$ cat src/rtl/sha256_msg_feeder_if.sv
// rtl/sha256_msg_feeder_if.sv - byte stream, core word-feed and digest signal bundle
interface sha256_msg_feeder_if;
    logic [7:0]   s_data;
    logic         s_valid;
    logic         s_last;
    logic         s_ready;
    logic         core_start;
    logic         core_enable;
    logic [7:0]   core_num_blocks;
    logic         core_req_word;
    logic [5:0]   core_word_address;
    logic [7:0]   core_block_count;
    logic [31:0]  core_word_data;
    logic         core_word_valid;
    logic [255:0] core_hash;
    logic         core_hash_valid;
    logic [255:0] digest;
    logic         digest_valid;
    logic         digest_ready;
    logic         error;

    modport slave (
        input  s_data, s_valid, s_last, core_req_word, core_word_address,
               core_block_count, core_hash, core_hash_valid, digest_ready,
        output s_ready, core_start, core_enable, core_num_blocks, core_word_data,
               core_word_valid, digest, digest_valid, error
    );

    modport master (
        output s_data, s_valid, s_last, core_req_word, core_word_address,
               core_block_count, core_hash, core_hash_valid, digest_ready,
        input  s_ready, core_start, core_enable, core_num_blocks, core_word_data,
               core_word_valid, digest, digest_valid, error
    );
endinterface

$ cat src/rtl/sha256_msg_feeder.sv
// rtl/sha256_msg_feeder.sv - buffers a message and serves padded SHA-256 words to the core
module sha256_msg_feeder #(
    parameter int MAX_BLOCKS = 4
) (
    input  logic              clk,
    input  logic              rst_n,
    sha256_msg_feeder_if.slave bus
);
    localparam int DEPTH = MAX_BLOCKS * 64;
    localparam int AW    = $clog2(DEPTH);
    localparam int LW    = AW + 1;
    localparam int PW    = 14;
    localparam logic [LW-1:0] LIMIT = LW'(DEPTH - 8);

    typedef enum logic [2:0] {IDLE, LOAD, START, FEED, DONE} state_t;

    state_t        state;
    logic [LW-1:0] len;
    logic [7:0]    mem [DEPTH];

    logic          accept;
    logic          discard;
    logic          wr_en;
    logic [AW-1:0] wr_addr;
    logic [LW-1:0] len_inc;
    logic [LW-1:0] new_len;
    logic [7:0]    start_blocks;
    logic          sample;
    logic [11:0]   w_idx;
    logic [PW-1:0] t_bytes;
    logic [PW-1:0] pos;
    logic [63:0]   bit_len;
    logic [31:0]   word;
    logic          unused_addr_hi;

    assign unused_addr_hi = ^bus.core_word_address[5:4];

    assign accept       = bus.s_valid & bus.s_ready;
    assign discard      = (state == LOAD) & bus.error;
    assign wr_en        = accept & ~discard;
    assign wr_addr      = (state == IDLE) ? '0 : len[AW-1:0];
    assign len_inc      = len + 1'b1;
    assign new_len      = (state == IDLE) ? LW'(1) : len_inc;
    assign start_blocks = 8'((new_len + LW'(8)) >> 6) + 8'd1;
    assign sample       = (state == FEED) & bus.core_req_word & ~bus.core_word_valid
                          & ~bus.core_hash_valid;

    always_ff @(posedge clk) begin
        if (wr_en) mem[wr_addr] <= bus.s_data;
    end

    // Padding is synthesised per byte; the length field sits in the last 8 bytes of the final block.
    always_comb begin
        word    = '0;
        pos     = '0;
        w_idx   = {bus.core_block_count, bus.core_word_address[3:0]};
        t_bytes = {bus.core_num_blocks, 6'b0};
        bit_len = {{(64-LW-3){1'b0}}, len, 3'b000};
        for (int k = 0; k < 4; k++) begin
            pos = {w_idx, 2'(k)};
            if (pos < PW'(len))
                word[31-8*k -: 8] = mem[pos[AW-1:0]];
            else if (pos == PW'(len))
                word[31-8*k -: 8] = 8'h80;
            else if ((pos >= t_bytes - PW'(8)) && (pos < t_bytes))
                word[31-8*k -: 8] = bit_len[8*(7 - int'(pos[2:0])) +: 8];
        end
    end

    always_ff @(posedge clk or negedge rst_n) begin
        if (!rst_n) begin
            state               <= IDLE;
            len                 <= '0;
            bus.s_ready         <= 1'b0;
            bus.core_start      <= 1'b0;
            bus.core_enable     <= 1'b0;
            bus.core_num_blocks <= '0;
            bus.core_word_data  <= '0;
            bus.core_word_valid <= 1'b0;
            bus.digest          <= '0;
            bus.digest_valid    <= 1'b0;
            bus.error           <= 1'b0;
        end else begin
            bus.core_start      <= 1'b0;
            bus.core_enable     <= 1'b0;
            bus.core_word_valid <= 1'b0;
            case (state)
                IDLE, LOAD: begin
                    bus.s_ready <= 1'b1;
                    if (accept) begin
                        if (state == IDLE) bus.error <= 1'b0;
                        if (discard) begin
                            if (bus.s_last) begin
                                state <= IDLE;
                                len   <= '0;
                            end
                        end else if (new_len >= LIMIT) begin
                            bus.error <= 1'b1;
                            len       <= new_len;
                            state     <= bus.s_last ? IDLE : LOAD;
                        end else begin
                            len <= new_len;
                            if (bus.s_last) begin
                                state               <= START;
                                bus.s_ready         <= 1'b0;
                                bus.core_start      <= 1'b1;
                                bus.core_enable     <= 1'b1;
                                bus.core_num_blocks <= start_blocks;
                            end else begin
                                state <= LOAD;
                            end
                        end
                    end
                end
                START: state <= FEED;
                FEED: begin
                    if (bus.core_hash_valid) begin
                        bus.digest       <= bus.core_hash;
                        bus.digest_valid <= 1'b1;
                        state            <= DONE;
                    end else if (sample) begin
                        bus.core_word_data  <= word;
                        bus.core_word_valid <= 1'b1;
                    end
                end
                DONE: begin
                    if (bus.digest_ready) begin
                        bus.digest_valid <= 1'b0;
                        bus.s_ready      <= 1'b1;
                        len              <= '0;
                        state            <= IDLE;
                    end
                end
                default: state <= IDLE;
            endcase
        end
    end
endmodule

$ cat src/flat_wrapper.sv
// flat-port wrapper written by rule: the top's interface ports become plain ports
module sha256_msg_feeder_flat 
#(
    parameter int MAX_BLOCKS = 4
)
  (clk, rst_n, bus_s_data, bus_s_valid, bus_s_last, bus_core_req_word, bus_core_word_address, bus_core_block_count, bus_core_hash, bus_core_hash_valid, bus_digest_ready, bus_s_ready, bus_core_start, bus_core_enable, bus_core_num_blocks, bus_core_word_data, bus_core_word_valid, bus_digest, bus_digest_valid, bus_error);
  sha256_msg_feeder_if bus_i ();
  input  logic clk;
  input  logic rst_n;
  input wire logic [$bits(bus_i.s_data)-1:0] bus_s_data;
  input wire logic [$bits(bus_i.s_valid)-1:0] bus_s_valid;
  input wire logic [$bits(bus_i.s_last)-1:0] bus_s_last;
  input wire logic [$bits(bus_i.core_req_word)-1:0] bus_core_req_word;
  input wire logic [$bits(bus_i.core_word_address)-1:0] bus_core_word_address;
  input wire logic [$bits(bus_i.core_block_count)-1:0] bus_core_block_count;
  input wire logic [$bits(bus_i.core_hash)-1:0] bus_core_hash;
  input wire logic [$bits(bus_i.core_hash_valid)-1:0] bus_core_hash_valid;
  input wire logic [$bits(bus_i.digest_ready)-1:0] bus_digest_ready;
  output wire logic [$bits(bus_i.s_ready)-1:0] bus_s_ready;
  output wire logic [$bits(bus_i.core_start)-1:0] bus_core_start;
  output wire logic [$bits(bus_i.core_enable)-1:0] bus_core_enable;
  output wire logic [$bits(bus_i.core_num_blocks)-1:0] bus_core_num_blocks;
  output wire logic [$bits(bus_i.core_word_data)-1:0] bus_core_word_data;
  output wire logic [$bits(bus_i.core_word_valid)-1:0] bus_core_word_valid;
  output wire logic [$bits(bus_i.digest)-1:0] bus_digest;
  output wire logic [$bits(bus_i.digest_valid)-1:0] bus_digest_valid;
  output wire logic [$bits(bus_i.error)-1:0] bus_error;
  assign bus_i.s_data = bus_s_data;
  assign bus_i.s_valid = bus_s_valid;
  assign bus_i.s_last = bus_s_last;
  assign bus_i.core_req_word = bus_core_req_word;
  assign bus_i.core_word_address = bus_core_word_address;
  assign bus_i.core_block_count = bus_core_block_count;
  assign bus_i.core_hash = bus_core_hash;
  assign bus_i.core_hash_valid = bus_core_hash_valid;
  assign bus_i.digest_ready = bus_digest_ready;
  assign bus_s_ready = bus_i.s_ready;
  assign bus_core_start = bus_i.core_start;
  assign bus_core_enable = bus_i.core_enable;
  assign bus_core_num_blocks = bus_i.core_num_blocks;
  assign bus_core_word_data = bus_i.core_word_data;
  assign bus_core_word_valid = bus_i.core_word_valid;
  assign bus_digest = bus_i.digest;
  assign bus_digest_valid = bus_i.digest_valid;
  assign bus_error = bus_i.error;
  sha256_msg_feeder #(.MAX_BLOCKS(MAX_BLOCKS)) u_core (.clk(clk), .rst_n(rst_n), .bus(bus_i));
endmodule
$ cat config.mk
export PLATFORM = sky130hd
export DESIGN_NAME = sha256_msg_feeder_flat
export DESIGN_NICKNAME = d
export VERILOG_FILES = /design/src/rtl/sha256_msg_feeder_if.sv /design/src/rtl/sha256_msg_feeder.sv /design/src/flat_wrapper.sv
export SDC_FILE = /design/constraint.sdc
export NUM_CORES = 2
export LEC_CHECK = 0
export CAP_MARGIN = 20
export CORE_ASPECT_RATIO = 1.5
export CORE_MARGIN = 4
export CORE_UTILIZATION = 40
export DETAILED_ROUTE_END_ITERATION = 8
export DONT_BUFFER_PORTS = 1
export PLACE_DENSITY = 0.52
export RECOVER_POWER = 25
export REMOVE_ABC_BUFFERS = 1
export SETUP_SLACK_MARGIN = 0.5
export SKIP_LAST_GASP = 1
export SLEW_MARGIN = 10
export SYNTH_ARGS = -nofsm -noshare
export SYNTH_HDL_FRONTEND = slang
export SYNTH_SLANG_ARGS = --single-unit
$ cat constraint.sdc
create_clock -name clk -period 3.2 [get_ports clk]
set_clock_uncertainty 0.1 [all_clocks]
set_input_delay 0.64 -clock clk [delete_from_list [all_inputs] [get_ports clk]]
set_output_delay 0.64 -clock clk [all_outputs]
set_load 0.005 [all_outputs]
Yosys cells after proc, flatten, opt, wreduce, memory -nomap -nowiden
Memories as Yosys holds them, arrays and structs flattened.
Cells that the tools add are included.

storage, ports and cells
  memory bits (writable) = 2,048
  bits in read-only memories = 0
  memories = 1
  latch bits = 0
  register bits = 313

memories
  name        depth  width  read ports  clocked after Yosys merged registers in  wr ports  RTL line                 RTL
  u_core.mem  256    8      4           0                                        1         sha256_msg_feeder.sv:19  logic [7:0] mem [DEPTH];

operators by class
  div/mod/pow operators = 0
  $mul = 0
  reductions and logical operators = 16
  equal/unequal tests = 12
  add/sub/neg operators = 8
  bitwise gates (word level) = 10
  shift-type cells = 4
  magnitude comparators = 13
  multiplexer cells = 50

operator list
  kind                   count
  $shiftx 64x32->8       4
  $mux 8                 13
  $eq 14x9->1            4
  $ge 14x14->1           4
  $lt 14x14->1           4
  $lt 14x9->1            4
  $mux 9                 5
  $mux 1                 21
  $mux 3                 6
  $pmux 9 s2             1
  $sub 3x3->4 const A    4
  $sub 14x4->14 const B  1
  $pmux 3 s4             1
  $add 9x1->9 const B    1
  $add 9x4->9 const B    1
  $ge 9x8->1 const B     1
  $reduce_and 4->1       2
  $and 1x1->1            6
  $eq 3x2->1 const B     2
  $reduce_and 2->1       3
  $reduce_and 3->1       2
  $reduce_and 5->1       1
  $add 3x1->4 const B    1
  $logic_and 1x1->1      4
  other kinds (11)       17

Logic depth before layout (Yosys ltp)
  word-level depth = 7
  depth in mapped cells = 15
  depth with buffers taken out = 9

Worst setup path before layout
OpenSTA, ideal clock, no wires.

  path type = in2reg
  from = in bus_core_word_address[0]
  to = reg u_core.bus.core_word_data[16]
  library setup time = 136 ps
  data arrival time = 3,531 ps
  setup slack = -567 ps
  stages on the path = 14
  cell sequence = clkbuf_2 > buf_4 > buf_4 > buf_2 > buf_4 > buf_2 > inv_1 > ha_1 > nand4_1 > or4_2 > o2111ai_2 > nor2_1 > a221oi_1 > o21ai_0

between the ends
  longest elaborated chain between the ends = 5

ends and longest elaborated chain
  element                                                RTL line                                          RTL
  from (decl)                                            flat_wrapper.sv:14                                input wire logic [$bits(bus_i.core_word_address)-1:0] bus_core_word_address;
  $sub 3x3->4, or another cell as far along              sha256_msg_feeder.sv:66                           word[31-8*k -: 8] = bit_len[8*(7 - int'(pos[2:0])) +: 8];
  $shiftx 64x32->8 or $logic_and 1x1->1 (tied branches)  sha256_msg_feeder.sv:66, sha256_msg_feeder.sv:65
  $mux 8                                                 sha256_msg_feeder.sv:65                           else if ((pos >= t_bytes - PW'(8)) && (pos < t_bytes))
  $mux 8                                                 sha256_msg_feeder.sv:63                           else if (pos == PW'(len))
  $mux 8 *                                               sha256_msg_feeder.sv:61                           if (pos < PW'(len))
  to (signal assigned)                                   sha256_msg_feeder.sv:122                          bus.core_word_data <= word;
  to (decl)                                              sha256_msg_feeder_if.sv:25                        output s_ready, core_start, core_enable, core_num_blocks, core_word_data,

Every way passes the cells marked *; elsewhere a longest branch is shown, timed or not.
A chain may end at the register's enable or synchronous reset.

Final worst setup path
  from = in bus_core_word_address[1]
  to = reg u_core.bus.core_word_data[8]

between the ends
  longest elaborated chain between the ends = 5

ends and longest elaborated chain
  element                                       RTL line
  $ge 14x14->1 or $lt 14x14->1 (tied branches)  sha256_msg_feeder.sv:65
  $logic_and 1x1->1                             sha256_msg_feeder.sv:65
  $mux 8                                        sha256_msg_feeder.sv:65
  $mux 8                                        sha256_msg_feeder.sv:63
  $mux 8 *                                      sha256_msg_feeder.sv:61

Marks and branches as above.

==> flow_metrics.env <==
export IMPL_status="complete, but fails checks"
export IMPL_violations="negative hold slack, max-capacitance violations, max-slew violations"
export IMPL_ir_drop_mv=0.461
export IMPL_fp_dieW_um=400
export IMPL_rrSetupSlack_ns=0.48
export IMPL_drive_above_1_share_pct=29.4
export IMPL_die_h_um=596
export IMPL_fp_coreArea_um2=229000
export IMPL_synth_flop_cell="edfxtp_1"
export IMPL_grt_max_degree=367
export IMPL_place_ws_ns=-3.84
export IMPL_io_pins=587
export IMPL_grt_use_total_pct=25.3
export IMPL_r2r_cells=10
export IMPL_path_class="primary input to flop"
export IMPL_seq_area_frac_synth_pct=75.1
export IMPL_p_leak_nw=37.6
export IMPL_r2r_end="u_core.bus.core_num_blocks[1]"
export IMPL_synth_common_cells="2048 x edfxtp_1, 372 x mux4_2, 342 x mux2i_1"
export IMPL_synthTopCellsByArea="edfxtp_1 67%, mux4_2 9.1%, dfrtp_1 8.4%"
export IMPL_fin_ws_ns=0.172
export IMPL_path_max_fanout=366
export IMPL_syn_mean_instance_area_um2=19.2
export IMPL_die_area_um2=238000
export IMPL_grt_overflow=0
export IMPL_power_mw=71.6
export IMPL_synth_top_area_cell="edfxtp_1"
export IMPL_drv_slew=1296
export IMPL_whs_ns=-0.604
export IMPL_clock_sinks=2357
export IMPL_cts_buffers=222
export IMPL_root_buffer="clkbuf_16"
export IMPL_area_growth_pct=20.1
export IMPL_clk_latency_ns=0.87
export IMPL_max_freq_mhz=330
export IMPL_yosysWarnings=0
export IMPL_antenna_found_initial=39
export IMPL_cap_violations=13
export IMPL_h_tree_depth=4
export IMPL_power_density_nw_per_um2=646
export IMPL_slew_headroom_pct=-102
export IMPL_dpl_hpwl_mm=189
export IMPL_synth_seq_cells=2357
export IMPL_clockBufferDepth=4
export IMPL_critPathCaptureType="flop"
export IMPL_critPathLaunchType="primary input"
export IMPL_std_cell_rows=215
export IMPL_yosysUniqueCellTypes=75
export IMPL_grt_pass1_wl_mm=421
export IMPL_via_per_inst=5.73
export IMPL_holdCritPathClass="primary input to asynchronous set/reset pin"
export IMPL_worst_pin_slew_ns=3.02
export IMPL_drtAntennaViolNets=0
export IMPL_io_buffers=0
export IMPL_cts_tree="yes"
export IMPL_synth_top_area_share_pct=66.7
export IMPL_async_reset_ff_share_pct=13.1
export IMPL_r2r_start="u_core.len[0]"
export IMPL_synth_edff_count=2048
export IMPL_num_nets_final=5918
export IMPL_setup_viol=0
export IMPL_rsz0062_at_grt="yes"
export IMPL_utilization_pct=48.4
export IMPL_crit_required_ns=3.82
export IMPL_yosysMostFrequentCell="edfxtp_1"
export IMPL_globalplace_congestion=0.842
export IMPL_final_hold_violation_count=377
export IMPL_grt_pass1_vias=51700
export IMPL_crit_arrival_ns=3.65
export IMPL_clk_pin_slew_worst_paths_ns=0.07
export IMPL_drc=0
export IMPL_dr_total_vias=50700
export IMPL_drt_first_iter_violations=4654
export IMPL_post_route_period_util_pct=94.6
export IMPL_syn_area_um2=92200
export IMPL_period_minus_slack_ns=3.03
export IMPL_synthCells=4798
export IMPL_first_pass_iters=5
export IMPL_start_util_pct=40.3
export IMPL_post_drt_wl_per_cell_um=35.1
export IMPL_drt_total_wl_mm=311
## where the power goes
part	leakage (nW)	internal, mW	switching, mW
clock	3.44	14.3	11.6
combinational	12.0	3.39	3.50
sequential	22.2	35.2	3.48
## layer usage
layer	GRT usage, %	up-vias	wire [um]
li1	-	21200	-
met1	28.8	27000	110000
met2	44.9	2016	162000
met3	4.98	546	21400
met4	13.1	10	18800
met5	0	-	64
## layout by cell type (no fill, tap or decap), drive strengths merged, types with 22 or more instances in the layout
cell type / n
inv: 32
nor2: 319
mux2i: 342
a22oi: 44
clkbuf: 304
nand3: 52
diode: 39
o22ai: 49
a221oi: 71
a21oi: 74
clkinv: 94
nand2: 93
mux4: 372
o221ai: 78
o21ai: 89
dlygate4sd3: 262
dfrtp: 309
mux2: 272
buf: 574
a211oi: 22
edfxtp: 2048
nor3: 38
ha: 27
## final cells by class
cell class | count | area, um^2
Clock inverter | 115 | 843
Tap cell | 3038 | 3800
Antenna cell | 39 | 97.6
Timing Repair Buffer | 868 | 8270
Inverter | 28 | 110
Multi-Input combinational cell | 2129 | 22300
Clock buffer | 285 | 6150
Sequential cell | 2357 | 69200
Fill cell | 18900 | 118000
## through the flow
step	TNS [ns]	std cells	cell area, um^2
after floorplan	-1479.82	4514	90900
after global placement	-83.63	8075	99200
after detailed placement	-81.23	8078	99200
after CTS	0	8791	110000
after global routing	0	8846	111000
final	0	8859	111000
## how the worst max path moves through the flow
stage	cells past startpoint	startpoint	end	slack [ns]
after floorplan	3	u_core.state[1]	u_core.bus.digest[0]	-5.65
after global placement	13	bus_core_word_address[0]	u_core.bus.core_word_data[30]	-3.83
after detailed placement	12	bus_core_word_address[0]	u_core.bus.core_word_data[28]	-3.84
after CTS	11	u_core.bus.core_num_blocks[2]	u_core.bus.core_word_data[3]	0.37
after global routing	1	bus_s_data[5]	u_core.mem[188][5]	0.39
final	9	bus_core_word_address[1]	u_core.bus.core_word_data[8]	0.17
## worst max-delay path, cell delays in order
cell	delay (ns)
ha_4	0.80
nand4_1	0.16
or4_4	0.48
o2111ai_4	0.14
buf_12	0.17
nor4_4	0.05
a21oi_2	0.17
buf_4	0.15
nand3_1	0.10
## registers in the layout, indices dropped and copies added (netlist names), 3 cells and up
name	flops
u_core.state	3
u_core.len	9
u_core.bus.digest	256
u_core.mem	2048
u_core.bus.core_num_blocks	4
u_core.bus.core_word_data	32
## cell families (layout without fill, tap and decap cells)
| family | after synthesis | count (layout) | share of synthesized area, % |
|---|---|---|---|
| buf+inv | 315 | 1296 | 1.55 |
| other cells | 1 | 43 | 0.00407 |
| simple gates | 583 | 583 | 2.76 |
| compound gates | 525 | 525 | 4.10 |
| flops | 2357 | 2357 | 75.1 |
| fa+ha+maj | 27 | 27 | 0.366 |
| xor+xnor | 4 | 4 | 0.0380 |
| mux | 986 | 986 | 16.1 |
## what timing repair did
item                                     CTS  global route
endpoints found under the setup margin   707           253
hold buffers                             273             9
gates resized for setup                   85            90
setup buffers                             22            15
cloned                                    18             5
hold endpoints to repair                2003           422
pin swaps                                  7            18
Note: power is estimated with default switching activity, not from simulation.
